File: src/rtl/div_pkg.sv
// Shared types and helpers for the RV32M divide/remainder sequencer.
package div_pkg;

    localparam logic [1:0] OP_DIV  = 2'b00;
    localparam logic [1:0] OP_DIVU = 2'b01;
    localparam logic [1:0] OP_REM  = 2'b10;
    localparam logic [1:0] OP_REMU = 2'b11;

    typedef enum logic [1:0] {
        DIV  = OP_DIV,
        DIVU = OP_DIVU,
        REM  = OP_REM,
        REMU = OP_REMU
    } div_op_t;

    typedef enum logic [1:0] {
        IDLE = 2'b00,
        BUSY = 2'b01,
        DONE = 2'b10
    } div_state_t;

    function automatic logic op_is_signed(div_op_t o);
        return (o == DIV) || (o == REM);
    endfunction

    function automatic logic op_is_rem(div_op_t o);
        return (o == REM) || (o == REMU);
    endfunction

endpackage

File: src/rtl/div_step.sv
// One restoring-division iteration: shift the next dividend bit into the
// partial remainder, trial-subtract the divisor, record the quotient bit.
module div_step #(
    parameter int DATA_WIDTH = 32
) (
    input  logic [DATA_WIDTH-1:0] rem,
    input  logic [DATA_WIDTH-1:0] q,
    input  logic [DATA_WIDTH-1:0] divisor,
    output logic [DATA_WIDTH-1:0] rem_next,
    output logic [DATA_WIDTH-1:0] q_next
);

    // The extra top bit keeps the shifted-out remainder MSB, so divisors
    // above 2^(W-1) still divide correctly.
    logic [DATA_WIDTH:0] trial;
    logic [DATA_WIDTH:0] diff;

    assign trial    = {rem, q[DATA_WIDTH-1]};
    assign diff     = trial - {1'b0, divisor};
    assign q_next   = {q[DATA_WIDTH-2:0], ~diff[DATA_WIDTH]};
    assign rem_next = diff[DATA_WIDTH] ? trial[DATA_WIDTH-1:0] : diff[DATA_WIDTH-1:0];

endmodule

File: src/rtl/div_sequencer.sv
// Iterative DIV/DIVU/REM/REMU sequencer for the execute stage, one bit per cycle.
// Define DIV_ZERO_FAST_EN to finish divide-by-zero in a single cycle.
module div_sequencer
    import div_pkg::*;
#(
    parameter int DATA_WIDTH = 32,
    parameter int CNT_WIDTH  = $clog2(DATA_WIDTH)
) (
    input  logic                  clk,
    input  logic                  rst_n,
    input  logic                  start,
    input  logic [1:0]            op,
    input  logic [DATA_WIDTH-1:0] dividend,
    input  logic [DATA_WIDTH-1:0] divisor,
    input  logic                  flush,
    output logic                  stall_E,
    output logic                  busy,
    output logic                  result_valid,
    output logic [DATA_WIDTH-1:0] result
);

    localparam logic [CNT_WIDTH-1:0] CNT_LAST = CNT_WIDTH'(DATA_WIDTH - 1);
`ifdef DIV_ZERO_FAST_EN
    localparam logic FAST_ZERO = 1'b1;
`else
    localparam logic FAST_ZERO = 1'b0;
`endif

    div_state_t            state_q, state_d;
    logic [CNT_WIDTH-1:0]  cnt_q, cnt_d;
    div_op_t               op_q, op_d;
    logic                  neg_quo_q, neg_quo_d;
    logic                  neg_rem_q, neg_rem_d;
    logic [DATA_WIDTH-1:0] rem_q, rem_d;
    logic [DATA_WIDTH-1:0] quo_q, quo_d;
    logic [DATA_WIDTH-1:0] dvsr_q, dvsr_d;
    logic [DATA_WIDTH-1:0] result_q, result_d;
    logic [DATA_WIDTH-1:0] rem_next, quo_next;
    div_op_t               op_in;
    logic                  accept, zero_div, dvd_neg, dvs_neg, last_step;

    assign op_in     = div_op_t'(op);
    assign accept    = (state_q == IDLE) && start && !flush;
    assign zero_div  = (divisor == '0);
    assign dvd_neg   = op_is_signed(op_in) && dividend[DATA_WIDTH-1];
    assign dvs_neg   = op_is_signed(op_in) && divisor[DATA_WIDTH-1];
    assign last_step = (state_q == BUSY) && (cnt_q == CNT_LAST) && !flush;

    div_step #(.DATA_WIDTH(DATA_WIDTH)) u_step (
        .rem      (rem_q),
        .q        (quo_q),
        .divisor  (dvsr_q),
        .rem_next (rem_next),
        .q_next   (quo_next)
    );

    always_ff @(posedge clk or negedge rst_n) begin
        if (!rst_n) begin
            state_q <= IDLE;
        end else begin
            state_q <= state_d;
        end
    end

    always_comb begin
        state_d = state_q;
        case (state_q)
            IDLE: if (accept) state_d = (FAST_ZERO && zero_div) ? DONE : BUSY;
            BUSY: if (flush) state_d = IDLE;
                  else if (cnt_q == CNT_LAST) state_d = DONE;
            DONE: state_d = IDLE;
            default: state_d = IDLE;
        endcase
    end

    always_comb begin
        busy         = (state_q != IDLE);
        result_valid = (state_q == DONE) && !flush;
        stall_E      = rst_n && (accept || (state_q == BUSY));
    end

    // Quotient sign is suppressed on divide-by-zero so DIV always yields -1.
    always_comb begin
        cnt_d     = cnt_q;
        op_d      = op_q;
        neg_quo_d = neg_quo_q;
        neg_rem_d = neg_rem_q;
        rem_d     = rem_q;
        quo_d     = quo_q;
        dvsr_d    = dvsr_q;
        result_d  = result_q;
        if (accept) begin
            op_d      = op_in;
            neg_quo_d = (dvd_neg ^ dvs_neg) && !zero_div;
            neg_rem_d = dvd_neg;
            quo_d     = dvd_neg ? -dividend : dividend;
            dvsr_d    = dvs_neg ? -divisor : divisor;
            rem_d     = '0;
            cnt_d     = '0;
            if (FAST_ZERO && zero_div) begin
                result_d = op_is_rem(op_in) ? dividend : '1;
            end
        end else if (state_q == BUSY) begin
            rem_d = rem_next;
            quo_d = quo_next;
            cnt_d = cnt_q + 1'b1;
            if (last_step) begin
                if (op_is_rem(op_q)) result_d = neg_rem_q ? -rem_next : rem_next;
                else                 result_d = neg_quo_q ? -quo_next : quo_next;
            end
        end
    end

    always_ff @(posedge clk or negedge rst_n) begin
        if (!rst_n) begin
            cnt_q     <= '0;
            op_q      <= DIV;
            neg_quo_q <= 1'b0;
            neg_rem_q <= 1'b0;
            rem_q     <= '0;
            quo_q     <= '0;
            dvsr_q    <= '0;
            result_q  <= '0;
        end else begin
            cnt_q     <= cnt_d;
            op_q      <= op_d;
            neg_quo_q <= neg_quo_d;
            neg_rem_q <= neg_rem_d;
            rem_q     <= rem_d;
            quo_q     <= quo_d;
            dvsr_q    <= dvsr_d;
            result_q  <= result_d;
        end
    end

    assign result = result_q;

endmodule

File: config.mk
export PLATFORM = sky130hd
export DESIGN_NAME = div_sequencer
export DESIGN_NICKNAME = d
export VERILOG_FILES = /design/src/rtl/div_pkg.sv /design/src/rtl/div_step.sv /design/src/rtl/div_sequencer.sv
export SDC_FILE = /design/constraint.sdc
export NUM_CORES = 1
export LEC_CHECK = 0
export CAP_MARGIN = 10
export CELL_PAD_IN_SITES_DETAIL_PLACEMENT = 1
export CELL_PAD_IN_SITES_GLOBAL_PLACEMENT = 2
export CORE_UTILIZATION = 40
export DETAILED_ROUTE_END_ITERATION = 8
export DONT_BUFFER_PORTS = 1
export GPL_TIMING_DRIVEN = 1
export PLACE_DENSITY_LB_ADDON = 0.15
export SLEW_MARGIN = 40
export SYNTH_ARGS = -nofsm -noshare
export SYNTH_HDL_FRONTEND = slang
export SYNTH_SLANG_ARGS = --single-unit
File: constraint.sdc
create_clock -name clk -period 8 [get_ports clk]
set_input_delay 0.8 -clock clk [delete_from_list [all_inputs] [get_ports clk]]
set_output_delay 0.8 -clock clk [all_outputs]
set_load 0.02 [all_outputs]
==> impl_metrics.tcl, run 1 <==
set metrics [dict create \
    outcome "completed" \
    fin_skew_ns 0.0151 \
    dr.pass1.iters 5 \
    drc_errors 0 \
    switching_share_pct 51.7 \
    overflow 0 \
    internal-power_mw 2.43 \
    yosysTopAreaCell "dfrtp_1" \
    postSynthCellCount 1386 \
    p_switching_mw 2.60 \
    num_antenna_cells 0 \
    p_comb_share_pct 61.1 \
    grtUsageTotal_pct 27.6 \
    setup_violations 0 \
    numCtsBuffers 17 \
    cts_sinks 138 \
    cts_buffer_depth 2 \
    cts_hold_buffers 0 \
    relSlewSlack_pct 44.2 \
    grt_pass1_vias 10267 \
    worstSetupEndpointType "register" \
    hp-class "input pin to asynchronous set/reset pin" \
    rows 60 \
    clk_latency_ns 0.43 \
    crit_chain "inv_1 -> ha_1 -> inv_1 -> fa_1 -> a211oi_2 -> o31ai_1 -> o211ai_1 -> a21oi_2 -> nor3_4 -> nor2_4 -> inv_2 -> mux2i_1 -> ha_1 -> nand2_1 -> or4b_2 -> nor3_1 -> a31oi_1 -> a211oi_1 -> nand3b_1 -> mux2i_1 -> nand3_1" \
    grt_max_degree 140 \
    final_nets 1449 \
    io_buffer_count 0 \
    ant_nets 0 \
    drtIter0Drc 659 \
    wire_per_inst_um 22.4 \
    synth_seq_cells 138 \
    syn_to_final_growth_pct 7.56 \
    clkPwrFrac_pct 16.6 \
    htree_levels 4 \
    yosysTopAreaCellShare_pct 30.8 \
    synth_area_leaders "dfrtp_1 31%, o21ai_0 7.6%, xnor2_1 6.3%" \
    startpoint_type "register" \
    max_freq_ghz 0.170 \
    routed_wl_mm 38.6 \
    drive_gt1_share_pct 6.50 \
    cts_tree "done" \
    p_per_area_nw_per_um2 417 \
    num_vias 10273 \
    root_buffer "clkbuf_16" \
    timing_hold_violations_final 0 \
    required_ns 8.31 \
    synth-edff-count 0 \
    syn_nets 1495 \
    crit_type "register to register" \
    yosysWarnings 0 \
    grt_pass1_wl_mm 60.6 \
    worst_ep_arrival_time_ns 6.18 \
    cts-resized-gates 0 \
    final_core_util_pct 44.3 \
    hpwl_mm 29.6 \
    post-cts-setup-buffer-count 0 \
    io_pins 105 \
    finalWeightedCongestion 0.928 \
    die_area_um2 28700 \
    peakVddDrop_mv 0.194 \
    synth.avg_cell_area_um2 8.08 \
    setup-tns-final_ns 0 \
    crit_slowest_cell "or4b_2" \
    via_per_inst 5.96 \
    antenna_found_initial 0 \
    period_share_pct 73.4 \
    fp.coreArea_um2 27200 \
    fp.dieH_um 169 \
    die_w_um 169 \
    tightest_slew_ns 0.830 \
    leakage_nw 4.86 \
    post_synth_num_cell_types 86 \
    maxCapViolCount 0 \
    cpPeakStageDelay_ns 0.77 \
    crit_fanout 30 \
    synth_ff_type "dfrtp_1" \
    clkTransAtPathRegs_ns 0.07 \
    rsz0062_at_grt "false" \
    synth_area_um2 11200 \
    seq_area_frac_synth_pct 30.8 \
    seqPwrFrac_pct 22.3 \
    fin_crit_ns 5.87 \
    initial_core_util_pct 41.2 \
    ys_async_sr_fraction_pct 100 \
    slew_violations 0 \
]
-- logic make-up (layout without fill, tap and decap cells) --
group	count (synthesis)	count (layout)	share of synthesized area [%]
AOI/OAI and AO/OA	447	447	25.2
and+or+nand+nor	444	444	19.6
DFF	138	138	30.8
xor gates and xnor gates	136	136	10.7
buffers and inverters	136	103	5.00
muxes	46	46	4.21
adders and majority gates	39	39	4.42
-- Yosys cell counts (all sizes together) (38+ instances only) --
master  number
nor3        48
nand3       41
nor2        86
ha          38
dfrtp      138
o21ai      177
a21oi       85
nand2      150
xnor2       80
xor2        56
clkbuf      56
inv         58
-- critical path: cells and delay by family (launching register included) --
kind | cells | cell delay (ns)
compound gates | 6 | 1.66
fa+ha+maj | 3 | 0.90
buf+inv | 3 | 0.59
flops | 1 | 0.40
mux | 2 | 0.54
simple gates | 7 | 1.66
-- worst paths after layout --
kind,start,to,slack (ns),cells after the start
setup / recovery,quo_q[31],result[30],2.13,21
hold / removal,rst_n,dvsr_q[24],0.07,0
setup reg to reg,quo_q[31],result[30],2.13,21
hold reg to reg,dvsr_q[24],dvsr_q[24],0.48,2
max in group asynchronous,rst_n,rem_q[16],7.48,0
min in group clk,op[0],neg_quo_q,0.46,1
-- layer usage --
| layer | part of all wire (%) | global-route usage, % |
|---|---|---|
| met1 | 49 | 40.6 |
| met2 | 45 | 42.3 |
| met3 | 3.9 | 3.68 |
| met4 | 1.9 | 7.48 |
| met5 | 0 | 0 |
-- power by group through the flow --
stage / registers (mW) / logic [mW] / clock network, mW
2_1_floorplan: 1.03 / 2.26 / 0
3_3_place_gp: 1.12 / 3.00 / 0
3_5_place_dp: 1.13 / 3.04 / 0
4_1_cts: 1.11 / 3.06 / 0.851
5_1_grt: 1.14 / 3.34 / 0.878
6_report: 1.12 / 3.07 / 0.836
-- stage by stage --
| step | instances | total power [mW] | hold slack [ns] | area [um^2] | setup WS (ns) |
|---|---|---|---|---|---|
| detailed placement | 1693 | 4.17 | 0.471 | 11400 | 2.22 |
| floorplan | 1386 | 3.28 | 0.450 | 11200 | 2.90 |
| CTS | 1725 | 5.02 | 0.0541 | 12000 | 2.20 |
| global route | 1725 | 5.36 | 0.0418 | 12000 | 1.67 |
| global placement | 1693 | 4.12 | 0.466 | 11400 | 2.45 |
| finish | 1725 | 5.03 | 0.0728 | 12000 | 2.13 |
-- state kept, by name, indices dropped and copies added (netlist names) --
name       count
neg_quo_q      1
neg_rem_q      1
state_q        2
result        32
dvsr_q        32
cnt_q          5
rem_q         32
quo_q         32
op_q           1
-- placed cells by master, fill, tap and decap left out, types with 7 or more instances in the layout --
master,count
clkbuf_16,17
mux2_2,9
nand2b_1,10
nor4_1,17
o21a_1,7
or3_1,18
a211oi_1,9
xor2_1,55
nand3_1,41
a22oi_1,37
nand4_1,10
buf_4,12
mux2i_1,37
inv_1,57
nor2_1,83
o21ai_0,171
a21oi_1,82
a31oi_1,14
nor2b_1,12
dfrtp_1,138
ha_1,38
xnor2_1,80
a21o_1,11
o41ai_1,9
or4_1,7
nor3_1,47
nand2_1,150
o31ai_1,32
o211ai_1,8
-- area by class of cell --
class / instances / area [um^2]
Fill cell: 3329 / 15100
Multi-Input combinational cell: 1112 / 7220
Sequential cell: 138 / 3450
Tap cell: 372 / 465
Clock buffer: 19 / 443
Inverter: 59 / 221
Clock inverter: 13 / 155
Timing Repair Buffer: 12 / 90.1
Note: power is estimated with default switching activity, not from simulation.
==> inputs of run 2 (changes only) <==
--- a/config.mk
+++ b/config.mk
@@ -8,7 +8,7 @@
 export CAP_MARGIN = 10
 export CELL_PAD_IN_SITES_DETAIL_PLACEMENT = 1
 export CELL_PAD_IN_SITES_GLOBAL_PLACEMENT = 2
-export CORE_UTILIZATION = 40
+export CORE_UTILIZATION = 39
 export DETAILED_ROUTE_END_ITERATION = 8
 export DONT_BUFFER_PORTS = 1
 export GPL_TIMING_DRIVEN = 1
==> constraint.sdc (replaced) <==
create_clock -name clk -period 5.6 [get_ports clk]
set_input_delay 0.56 -clock clk [delete_from_list [all_inputs] [get_ports clk]]
set_output_delay 0.56 -clock clk [all_outputs]
set_load 0.02 [all_outputs]
==> impl_metrics.tcl, run 2 (synthesis results as in run 1) <==
set metrics [dict create \
    max_freq_ghz 0.187 \
    maxCapViolCount 0 \
    tightest_slew_ns 0.848 \
    die_area_um2 29400 \
    fin_crit_ns 5.34 \
    dr.pass1.iters 5 \
    drtIter0Drc 838 \
    relSlewSlack_pct 43.1 \
    final_nets 1458 \
    cts_sinks 138 \
    r2r-start "quo_q[31]" \
    setup_violations 0 \
    io_pins 105 \
    setup-tns-final_ns 0 \
    clkTransAtPathRegs_ns 0.07 \
    numCtsBuffers 17 \
    min_from "op[0]" \
    final_cell_mix "171 x o21ai_0, 150 x nand2_1, 138 x dfrtp_1" \
    worstSetupEndpointType "register" \
    htree_levels 4 \
    crit_path_start "quo_q[31]" \
    period_share_pct 95.4 \
    crit_slowest_cell "or4b_2" \
    leakage_nw 4.91 \
    outcome "completed" \
    peakVddDrop_mv 0.266 \
    crit_fanout 8 \
    antenna_found_initial 1 \
    io_buffer_count 0 \
    required_ns 5.93 \
    grt_max_degree 139 \
    fp.coreArea_um2 28000 \
    rsz0062_at_grt "false" \
    startpoint_type "register" \
    finalWeightedCongestion 0.911 \
    p_per_area_nw_per_um2 598 \
    cts_buffer_depth 2 \
    drive_gt1_share_pct 7.27 \
    path_delay_family "compound AO/OA/AOI/OAI gates" \
    layout.cells.non_filler 1741 \
    ant_nets 0 \
    crit_chain "inv_1 -> ha_1 -> inv_1 -> fa_1 -> a211oi_4 -> o31ai_1 -> o211ai_1 -> a21oi_2 -> o21a_2 -> nor2_4 -> inv_2 -> a21oi_1 -> ha_1 -> nand2_1 -> or4b_2 -> nor4_1 -> mux2i_1 -> nor3_1 -> a41o_1 -> mux2i_1 -> nand2_1" \
    drc_errors 0 \
    fp.dieH_um 171 \
    die_w_um 171 \
    rows 61 \
    cpPeakStageDelay_ns 0.76 \
    wire_per_inst_um 22.6 \
    fin_skew_ns 0.0141 \
    critPathBufInv 3 \
    grtUsageTotal_pct 27.6 \
    cts_tree "done" \
    slew_violations 0 \
    timing_hold_violations_final 0 \
    dp.cells 1703 \
    overflow 0 \
    crit_type "register to register" \
    grt_pass1_wl_mm 61.2 \
    hp-class "input pin to register" \
    via_per_inst 5.98 \
    grt_pass1_vias 10391 \
    num_vias 10418 \
    initial_core_util_pct 40.0 \
    worst_ep_arrival_time_ns 5.67 \
    final_common_cell "o21ai_0" \
    hpwl_mm 30.2 \
    clk_latency_ns 0.44 \
    syn_to_final_growth_pct 8.63 \
    routed_wl_mm 39.4 \
    root_buffer "clkbuf_16" \
]
## run 2: path summary, 6_finish.rpt
check / to / slack, ns / cells after the start
worst max register to register: result[28] / 0.26 / 21
min in group asynchronous: dvsr_q[26] / 0.66 / 2
worst min register to register: dvsr_q[23] / 0.48 / 2
worst max-delay path: result[28] / 0.26 / 21
max in group asynchronous: rem_q[27] / 4.10 / 3
worst min-delay path: neg_quo_q / 0.21 / 1
## run 2: layer usage
layer  track usage [%]  routed length (um)
met1              40.0               19600
met2              42.9               17800
met3              3.89                1390
met4              6.25                 629
met5                 0                   0
## run 2: final cells by class
type                       count  area [um^2]
antenna                        1         2.50
timing repair buffer          21          200
clock inverter                13          135
sequential                   138         3450
inverter                      59          221
multi-input combinational   1112         7240
tap                          378          473
fill                        3358        15800
clock buffer                  19          443
## run 2: where the power goes
group	switching (mW)	total (mW)	internal, mW
Combinational	2.90	4.51	1.62
Clock	0.514	1.15	0.636
Sequential	0.377	1.61	1.23
Total	3.79	7.27	3.48
## run 2: through the flow
step	hold slack, ns	area (um^2)	power, mW	utilization, %	worst slack (ns)
3_3_place_gp	0.272	11500	5.98	41.0	0.511
2_1_floorplan	0.264	11200	4.69	-	0.502
5_1_grt	0.198	12200	7.78	43.4	0.0236
3_5_place_dp	0.273	11500	6.04	41.0	0.280
6_report	0.211	12200	7.27	43.4	0.256
4_1_cts	0.146	12100	7.25	43.2	0.196
## run 2: worst register-to-register path, stage by stage (launching register included)
cell	delay, ns
dfrtp_1	0.40
inv_1	0.08
ha_1	0.16
inv_1	0.07
fa_1	0.45
a211oi_4	0.29
o31ai_1	0.15
o211ai_1	0.33
a21oi_2	0.16
o21a_2	0.31
nor2_4	0.14
inv_2	0.07
a21oi_1	0.21
ha_1	0.27
nand2_1	0.09
or4b_2	0.76
nor4_1	0.25
mux2i_1	0.21
nor3_1	0.33
a41o_1	0.25
mux2i_1	0.20
nand2_1	0.06
## run 2: timing repair
item	4_1_cts	5_1_grt
hold buffers	1	1
setup endpoints to repair	0	8
resized for setup	0	3
endpoints found under the hold margin	138	28
setup buffers	0	2
